`config.mk`:
```
export PLATFORM = sky130hd
export DESIGN_NAME = spi_cmd_slave_flat
export DESIGN_NICKNAME = d
export VERILOG_FILES = /design/src/rtl/spi_cmd_pkg.sv /design/src/rtl/spi_cmd_slave_if.sv /design/src/rtl/spi_shreg.sv /design/src/rtl/spi_cmd_slave.sv /design/src/flat_wrapper.sv
export SDC_FILE = /design/constraint.sdc
export NUM_CORES = 1
export LEC_CHECK = 0
export CAP_MARGIN = 40
export CORE_MARGIN = 10
export CORE_UTILIZATION = 53
export CTS_CLUSTER_DIAMETER = 60
export DETAILED_ROUTE_END_ITERATION = 12
export PLACE_DENSITY = 0.8
export RECOVER_POWER = 100
export SYNTH_ARGS = -nofsm -noshare
export SYNTH_HDL_FRONTEND = slang
export SYNTH_SLANG_ARGS = --single-unit
```
`constraint.sdc`:
```
create_clock -name spi_sck_i -period 6.21 [get_ports spi_sck_i]
set_input_delay 0.621 -clock spi_sck_i [delete_from_list [all_inputs] [get_ports spi_sck_i]]
set_output_delay 0.621 -clock spi_sck_i [all_outputs]
set_load 0.005 [all_outputs]
```
`src/rtl/spi_cmd_pkg.sv`:
```
`default_nettype none
// ============================================================================
// spi_cmd_pkg : FSM state encoding and default opcodes for spi_cmd_slave
// Rev 1.0
// ============================================================================
package spi_cmd_pkg;

  typedef enum logic [2:0] {
    ST_CMD    = 3'd0,
    ST_ADDR   = 3'd1,
    ST_WDATA  = 3'd2,
    ST_RTURN  = 3'd3,
    ST_RDATA  = 3'd4,
    ST_IGNORE = 3'd5
  } state_e;

  localparam logic [7:0] CMD_WRITE_DEF = 8'hAA;
  localparam logic [7:0] CMD_READ_DEF  = 8'h55;

  function automatic int max3(input int a, input int b, input int c);
    int m;
    m = (a > b) ? a : b;
    return (m > c) ? m : c;
  endfunction

endpackage
`default_nettype wire

```
`src/rtl/spi_cmd_slave_if.sv`:
```
`default_nettype none
// ============================================================================
// spi_cmd_slave_if : register-bus side of spi_cmd_slave (write/read strobes)
// Rev 1.0
// ============================================================================
interface spi_cmd_slave_if #(
  parameter int ADDR_W = 24,
  parameter int DATA_W = 32
);

  logic              wr_en_o;
  logic [ADDR_W-1:0] wr_address_o;
  logic [DATA_W-1:0] wr_data_o;
  logic              rd_en_o;
  logic [ADDR_W-1:0] rd_address_o;
  logic [DATA_W-1:0] rd_data_i;
  logic              err_o;

  // master: the SPI slave issuing bus requests; slave: the register file
  modport master (
    output wr_en_o, wr_address_o, wr_data_o,
    output rd_en_o, rd_address_o, err_o,
    input  rd_data_i
  );

  modport slave (
    input  wr_en_o, wr_address_o, wr_data_o,
    input  rd_en_o, rd_address_o, err_o,
    output rd_data_i
  );

endinterface
`default_nettype wire

```
`src/rtl/spi_shreg.sv`:
```
`default_nettype none
// ============================================================================
// spi_shreg : MSB-first shift register with parallel load and sync clear
// Rev 1.0
// ============================================================================
module spi_shreg #(
  parameter int WIDTH = 8
) (
  input  logic             clk_i,
  input  logic             rst_i,
  input  logic             clr_i,
  input  logic             load_i,
  input  logic [WIDTH-1:0] load_data_i,
  input  logic             shift_i,
  input  logic             ser_i,
  output logic [WIDTH-1:0] q_o
);

  logic [WIDTH-1:0] shreg_q;
  logic [WIDTH-1:0] shreg_d;
  logic [WIDTH-1:0] w_shifted;

  generate
    if (WIDTH > 1) begin : g_wide
      assign w_shifted = {shreg_q[WIDTH-2:0], ser_i};
    end else begin : g_bit
      assign w_shifted = ser_i;
    end
  endgenerate

  always_comb begin
    shreg_d = shreg_q;
    if (clr_i) begin
      shreg_d = '0;
    end else if (load_i) begin
      shreg_d = load_data_i;
    end else if (shift_i) begin
      shreg_d = w_shifted;
    end
  end

  always_ff @(posedge clk_i or posedge rst_i) begin
    if (rst_i) begin
      shreg_q <= '0;
    end else begin
      shreg_q <= shreg_d;
    end
  end

  assign q_o = shreg_q;

endmodule
`default_nettype wire

```
`src/rtl/spi_cmd_slave.sv`:
```
`default_nettype none
// ============================================================================
// spi_cmd_slave : SPI command/address/data frame decoder driving a register bus
// Rev 1.0
// ============================================================================
module spi_cmd_slave
  import spi_cmd_pkg::*;
#(
  parameter int              CMD_W     = 8,
  parameter int              ADDR_W    = 24,
  parameter int              DATA_W    = 32,
  parameter logic [CMD_W-1:0] CMD_WRITE = CMD_W'(CMD_WRITE_DEF),
  parameter logic [CMD_W-1:0] CMD_READ  = CMD_W'(CMD_READ_DEF),
  parameter int              BURST_EN  = 1
) (
  input  logic            spi_sck_i,
  input  logic            arst_i,
  input  logic            spi_cs_i,
  input  logic            spi_copi_i,
  output logic            spi_cipo_o,
  spi_cmd_slave_if.master bus_if
);

  localparam int RX_W  = max3(CMD_W, ADDR_W, DATA_W);
  localparam int CNT_W = $clog2(RX_W);
  localparam logic [CNT_W-1:0] CMD_LAST  = CNT_W'(CMD_W - 1);
  localparam logic [CNT_W-1:0] ADDR_LAST = CNT_W'(ADDR_W - 1);
  localparam logic [CNT_W-1:0] DATA_LAST = CNT_W'(DATA_W - 1);

  state_e            state_q, state_d;
  logic [CNT_W-1:0]  cnt_q, cnt_d;
  logic [ADDR_W-1:0] addr_q, addr_d;
  logic              is_wr_q, is_wr_d;
  logic              wr_en_q, wr_en_d;
  logic [ADDR_W-1:0] wr_addr_q, wr_addr_d;
  logic [DATA_W-1:0] wr_data_q, wr_data_d;
  logic              err_q, err_d;

  logic              w_rx_shift;
  logic              w_tx_load;
  logic              w_tx_shift;
  logic              w_clr;
  logic [RX_W-1:0]   w_rx_q;
  logic [RX_W-1:0]   w_rx_word;
  logic [DATA_W-1:0] w_tx_q;
  logic              w_unused;

  spi_shreg #(.WIDTH(RX_W)) u_rx_shreg (
    .clk_i       (spi_sck_i),
    .rst_i       (arst_i),
    .clr_i       (w_clr),
    .load_i      (1'b0),
    .load_data_i ('0),
    .shift_i     (w_rx_shift),
    .ser_i       (spi_copi_i),
    .q_o         (w_rx_q)
  );

  spi_shreg #(.WIDTH(DATA_W)) u_tx_shreg (
    .clk_i       (spi_sck_i),
    .rst_i       (arst_i),
    .clr_i       (w_clr),
    .load_i      (w_tx_load),
    .load_data_i (bus_if.rd_data_i),
    .shift_i     (w_tx_shift),
    .ser_i       (1'b0),
    .q_o         (w_tx_q)
  );

  // The field completes on the edge that samples its last bit, so decode
  // the word as it will be after this edge's shift.
  assign w_rx_word = {w_rx_q[RX_W-2:0], spi_copi_i};
  assign w_unused  = ^{w_rx_q[RX_W-1], w_tx_q[DATA_W-2:0]};

  always_comb begin
    state_d    = state_q;
    cnt_d      = cnt_q;
    addr_d     = addr_q;
    is_wr_d    = is_wr_q;
    wr_en_d    = 1'b0;
    wr_addr_d  = wr_addr_q;
    wr_data_d  = wr_data_q;
    err_d      = 1'b0;
    w_rx_shift = 1'b0;
    w_tx_load  = 1'b0;
    w_tx_shift = 1'b0;
    w_clr      = 1'b0;

    if (!spi_cs_i) begin
      state_d = ST_CMD;
      cnt_d   = '0;
      w_clr   = 1'b1;
    end else begin
      unique case (state_q)
        ST_CMD: begin
          w_rx_shift = 1'b1;
          if (cnt_q == CMD_LAST) begin
            cnt_d = '0;
            if (w_rx_word[CMD_W-1:0] == CMD_WRITE || w_rx_word[CMD_W-1:0] == CMD_READ) begin
              state_d = ST_ADDR;
              is_wr_d = (w_rx_word[CMD_W-1:0] == CMD_WRITE);
            end else begin
              state_d = ST_IGNORE;
              err_d   = 1'b1;
            end
          end else begin
            cnt_d = cnt_q + CNT_W'(1);
          end
        end
        ST_ADDR: begin
          w_rx_shift = 1'b1;
          if (cnt_q == ADDR_LAST) begin
            cnt_d   = '0;
            addr_d  = w_rx_word[ADDR_W-1:0];
            state_d = is_wr_q ? ST_WDATA : ST_RTURN;
          end else begin
            cnt_d = cnt_q + CNT_W'(1);
          end
        end
        ST_WDATA: begin
          w_rx_shift = 1'b1;
          if (cnt_q == DATA_LAST) begin
            cnt_d     = '0;
            wr_en_d   = 1'b1;
            wr_addr_d = addr_q;
            wr_data_d = w_rx_word[DATA_W-1:0];
            if (BURST_EN != 0) begin
              addr_d = addr_q + ADDR_W'(1);
            end else begin
              state_d = ST_IGNORE;
            end
          end else begin
            cnt_d = cnt_q + CNT_W'(1);
          end
        end
        ST_RTURN: begin
          w_tx_load = 1'b1;
          state_d   = ST_RDATA;
        end
        ST_RDATA: begin
          w_tx_shift = 1'b1;
          if (cnt_q == DATA_LAST) begin
            cnt_d = '0;
            if (BURST_EN != 0) begin
              addr_d  = addr_q + ADDR_W'(1);
              state_d = ST_RTURN;
            end else begin
              state_d = ST_IGNORE;
            end
          end else begin
            cnt_d = cnt_q + CNT_W'(1);
          end
        end
        ST_IGNORE: begin
          state_d = ST_IGNORE;
        end
        default: begin
          state_d = ST_CMD;
          cnt_d   = '0;
        end
      endcase
    end
  end

  always_ff @(posedge spi_sck_i or posedge arst_i) begin
    if (arst_i) begin
      state_q   <= ST_CMD;
      cnt_q     <= '0;
      addr_q    <= '0;
      is_wr_q   <= 1'b0;
      wr_en_q   <= 1'b0;
      wr_addr_q <= '0;
      wr_data_q <= '0;
      err_q     <= 1'b0;
    end else begin
      state_q   <= state_d;
      cnt_q     <= cnt_d;
      addr_q    <= addr_d;
      is_wr_q   <= is_wr_d;
      wr_en_q   <= wr_en_d;
      wr_addr_q <= wr_addr_d;
      wr_data_q <= wr_data_d;
      err_q     <= err_d;
    end
  end

  assign bus_if.wr_en_o      = wr_en_q;
  assign bus_if.wr_address_o = wr_addr_q;
  assign bus_if.wr_data_o    = wr_data_q;
  assign bus_if.rd_en_o      = (state_q == ST_RTURN);
  assign bus_if.rd_address_o = addr_q;
  assign bus_if.err_o        = err_q;
  assign spi_cipo_o          = (state_q == ST_RDATA) ? w_tx_q[DATA_W-1] : 1'b0;

endmodule
`default_nettype wire

```
`src/flat_wrapper.sv`:
```
// flat-port wrapper written by rule: the top's interface ports become plain ports
module spi_cmd_slave_flat import spi_cmd_pkg::*;
#(
  parameter int              CMD_W     = 8,
  parameter int              ADDR_W    = 24,
  parameter int              DATA_W    = 32,
  parameter logic [CMD_W-1:0] CMD_WRITE = CMD_W'(CMD_WRITE_DEF),
  parameter logic [CMD_W-1:0] CMD_READ  = CMD_W'(CMD_READ_DEF),
  parameter int              BURST_EN  = 1
)
  (spi_sck_i, arst_i, spi_cs_i, spi_copi_i, spi_cipo_o, bus_if_wr_en_o, bus_if_wr_address_o, bus_if_wr_data_o, bus_if_rd_en_o, bus_if_rd_address_o, bus_if_err_o, bus_if_rd_data_i);
  spi_cmd_slave_if #(.ADDR_W(ADDR_W), .DATA_W(DATA_W)) bus_if_i ();
  input  logic spi_sck_i;
  input  logic arst_i;
  input  logic spi_cs_i;
  input  logic spi_copi_i;
  output logic spi_cipo_o;
  output wire logic [$bits(bus_if_i.wr_en_o)-1:0] bus_if_wr_en_o;
  output wire logic [$bits(bus_if_i.wr_address_o)-1:0] bus_if_wr_address_o;
  output wire logic [$bits(bus_if_i.wr_data_o)-1:0] bus_if_wr_data_o;
  output wire logic [$bits(bus_if_i.rd_en_o)-1:0] bus_if_rd_en_o;
  output wire logic [$bits(bus_if_i.rd_address_o)-1:0] bus_if_rd_address_o;
  output wire logic [$bits(bus_if_i.err_o)-1:0] bus_if_err_o;
  input wire logic [$bits(bus_if_i.rd_data_i)-1:0] bus_if_rd_data_i;
  assign bus_if_wr_en_o = bus_if_i.wr_en_o;
  assign bus_if_wr_address_o = bus_if_i.wr_address_o;
  assign bus_if_wr_data_o = bus_if_i.wr_data_o;
  assign bus_if_rd_en_o = bus_if_i.rd_en_o;
  assign bus_if_rd_address_o = bus_if_i.rd_address_o;
  assign bus_if_err_o = bus_if_i.err_o;
  assign bus_if_i.rd_data_i = bus_if_rd_data_i;
  spi_cmd_slave #(.CMD_W(CMD_W), .ADDR_W(ADDR_W), .DATA_W(DATA_W), .CMD_WRITE(CMD_WRITE), .CMD_READ(CMD_READ), .BURST_EN(BURST_EN)) u_core (.spi_sck_i(spi_sck_i), .arst_i(arst_i), .spi_cs_i(spi_cs_i), .spi_copi_i(spi_copi_i), .spi_cipo_o(spi_cipo_o), .bus_if(bus_if_i));
endmodule
```
==> impl_metrics.json <==
{
  "drv_cap": 4,
  "max_slew_margin_pct": -42.6,
  "core-area_sq_mm": 0.0133,
  "pre_cts_ws_ps": 3310,
  "fin_ws_ps": 1970,
  "power_mw": 2.21,
  "holdWs_ps": 479,
  "grt_usage_pct": 19.0,
  "endpoint_kind": "primary output",
  "syn_avg_cell_area_sq_um": 11.8,
  "yosysWarningCount": 0,
  "cts_buffers": 17,
  "synth-seq-cells": 154,
  "grt_max_degree": 60,
  "synthFlopType": "dfrtp_1",
  "cellLeakagePower_nw": 4.71,
  "gr-total-overflow": 0,
  "tritoncts": "yes",
  "criticalPathCategory": "reg2out",
  "io_buffers": 119,
  "drt_iter0_markers": 541,
  "finalSetupViolations": 0,
  "synth.net_count": 649,
  "vias_per_cell": 5.93,
  "finalNonFillerCells": 902,
  "synth_edf_count": 0,
  "grt_pass1_wl_mm": 28.6,
  "wire_per_inst_um": 19.1,
  "hold_viol": 0,
  "layout_common_cells": "dfrtp_1 (154), dlygate4sd3_1 (84), nand2_1 (67)",
  "num_vias": 5352,
  "slew_viol_final": 149,
  "use_met3_pct": 5.57,
  "clockBufferDepth": 2,
  "holdBufCountCts": 0,
  "hpwl_mm": 11.6,
  "io_pins": 120,
  "cts_resized": 0,
  "rsz0062_at_grt": "false",
  "synthesis.area_sq_mm": 0.00719,
  "dieArea_sq_mm": 0.0186,
  "use_met2_pct": 30.4,
  "area_growth_syn_to_layout_pct": 25.2,
  "crit_arrival_ps": 3620,
  "max_freq_mhz": 236,
  "path_max_fanout": 33,
  "synth_cell_type_count": 52,
  "post_cts_buffers": 0,
  "async_flop_share_pct": 100,
  "dieWidth_um": 137,
  "dp_cells": 870,
  "drcViolationCount": 0,
  "skew_ps": 10.8,
  "drt_wl_total_mm": 17.2,
  "fin_util_pct": 67.7,
  "cts-root-buf": "clkbuf_16",
  "nets": 753,
  "clock_latency_ps": 420,
  "tightestPinTransition_ps": 2140,
  "antennaDiodeCount": 0,
  "fin_crit_ps": 4240,
  "antenna_found_initial": 0,
  "drive_above_1_share_pct": 12.0,
  "first_pass_iters": 6,
  "globalRouteMet1Util_pct": 24.0,
  "placed_cell_area_sq_mm": 0.00848,
  "first_global_vias": 5424,
  "required_ps": 5590,
  "h-tree-depth": 4,
  "start_util_pct": 54.1,
  "postRouteAntennaNets": 0,
  "cp-start-kind": "flip-flop",
  "layout_commonest_cell": "dfrtp_1",
  "violations": "capacitance limit, slew limit",
  "place_congestion": 0.903,
  "fin_setup_tns_ps": 0,
  "rows": 42,
  "hold_path.class": "reg2reg",
  "ys_seq_area_share_pct": 53.6,
  "cts.clk_slew.worst_paths_ps": 60,
  "outcome": "finished with violations",
  "power_density_mw_per_mm2": 245,
  "clock_sinks": 154,
  "grt-busiest-layer": "met2",
  "peakVddDrop_uv": 216,
  "die_y_um": 137,
  "synthCells": 609,
  "finalInstanceArea_sq_mm": 0.00901,
  "period_share_pct": 68.3
}
Yosys cell counts, types with 2 or more instances:
cell type	n	share of area, %
dfrtp_1	154	54
nand2_1	67	3.5
mux2_2	39	6.1
a21oi_1	32	2.2
a22o_1	31	3.8
mux2i_1	31	4.3
o211a_1	31	4.3
nor2_1	26	1.4
nand3_1	22	1.5
mux2_4	16	3.3
buf_2	15	1.0
o21ai_0	15	1.0
clkbuf_1	14	0.73
o22ai_1	12	1.0
buf_4	9	0.94
nand4_1	9	0.78
a2bb2oi_1	8	0.97
buf_6	6	0.94
and3_1	5	0.43
inv_1	5	0.26
nor2b_1	5	0.43
ha_1	4	0.70
nor4bb_1	4	0.56
o22a_1	4	0.49
a21o_1	3	0.31
a31oi_1	3	0.26
a32o_1	3	0.42
and2_1	3	0.26
and4_1	3	0.37
nor3_1	3	0.21
a31o_2	2	0.24
and2b_1	2	0.21
nor3_2	2	0.28
nor3_4	2	0.45
o21bai_1	2	0.21
final timing paths:
path	slack [ps]	endpoint	cells past startpoint	from
min in group asynchronous	1210	u_core.cnt_q[3]	2	arst_i
worst min register to register	480	u_core.bus_if.wr_address_o[4]	2	u_core.bus_if.wr_address_o[4]
worst max-delay path	1970	spi_cipo_o	5	u_core.state_q[2]
worst min-delay path	480	u_core.bus_if.wr_address_o[4]	2	u_core.bus_if.wr_address_o[4]
worst max register to register	2870	u_core.bus_if.rd_address_o[0]	7	u_core.cnt_q[0]
max in group asynchronous	3570	u_core.bus_if.wr_address_o[4]	3	arst_i
sequential cells by signal, indices dropped and copies added, names as in the netlist:
register and count:
u_core.bus_if.rd_address_o 24, u_core.bus_if.err_o 1, u_core.state_q 3, u_core.u_tx_shreg.q_o 32, u_core.bus_if.wr_data_o 32, u_core.cnt_q 5
u_core.u_rx_shreg.q_o 31, u_core.bus_if.wr_en_o 1, u_core.bus_if.wr_address_o 24, u_core.is_wr_q 1
routing by layer:
metal	part of all wire (%)	wire length [um]
met3	6.8	1170
met1	42	7310
met5	0	0
met2	49	8470
met4	1.5	262
area by class of cell:
cell class | count | area, sq um
Sequential cell | 154 | 3850
Inverter | 5 | 20.0
Multi-Input combinational cell | 406 | 2990
Fill cell | 962 | 4290
Timing Repair Buffer | 129 | 1280
Clock buffer | 20 | 447
Clock inverter | 12 | 196
Tap cell | 176 | 220
critical path, cell delays in order (launching register included):
cell and delay (ps):
dfrtp_1 560, inv_1 180, nor3_4 130, clkbuf_1 1550, and2_1 270, clkdlybuf4s50_1 510
cell families after synthesis:
group | share of synthesized area (%)
xor+xnor | 0.348
flops | 53.6
fa+ha+maj | 0.696
compound gates | 16.5
buf+inv | 3.91
simple gates | 11.3
mux | 13.8
power breakdown:
group | switching (mW) | internal, mW
combinational | 0.0386 | 0.0288
sequential | 0.00418 | 1.01
clock | 0.407 | 0.722
total | 0.449 | 1.76
(Power assumes the default switching activity.)
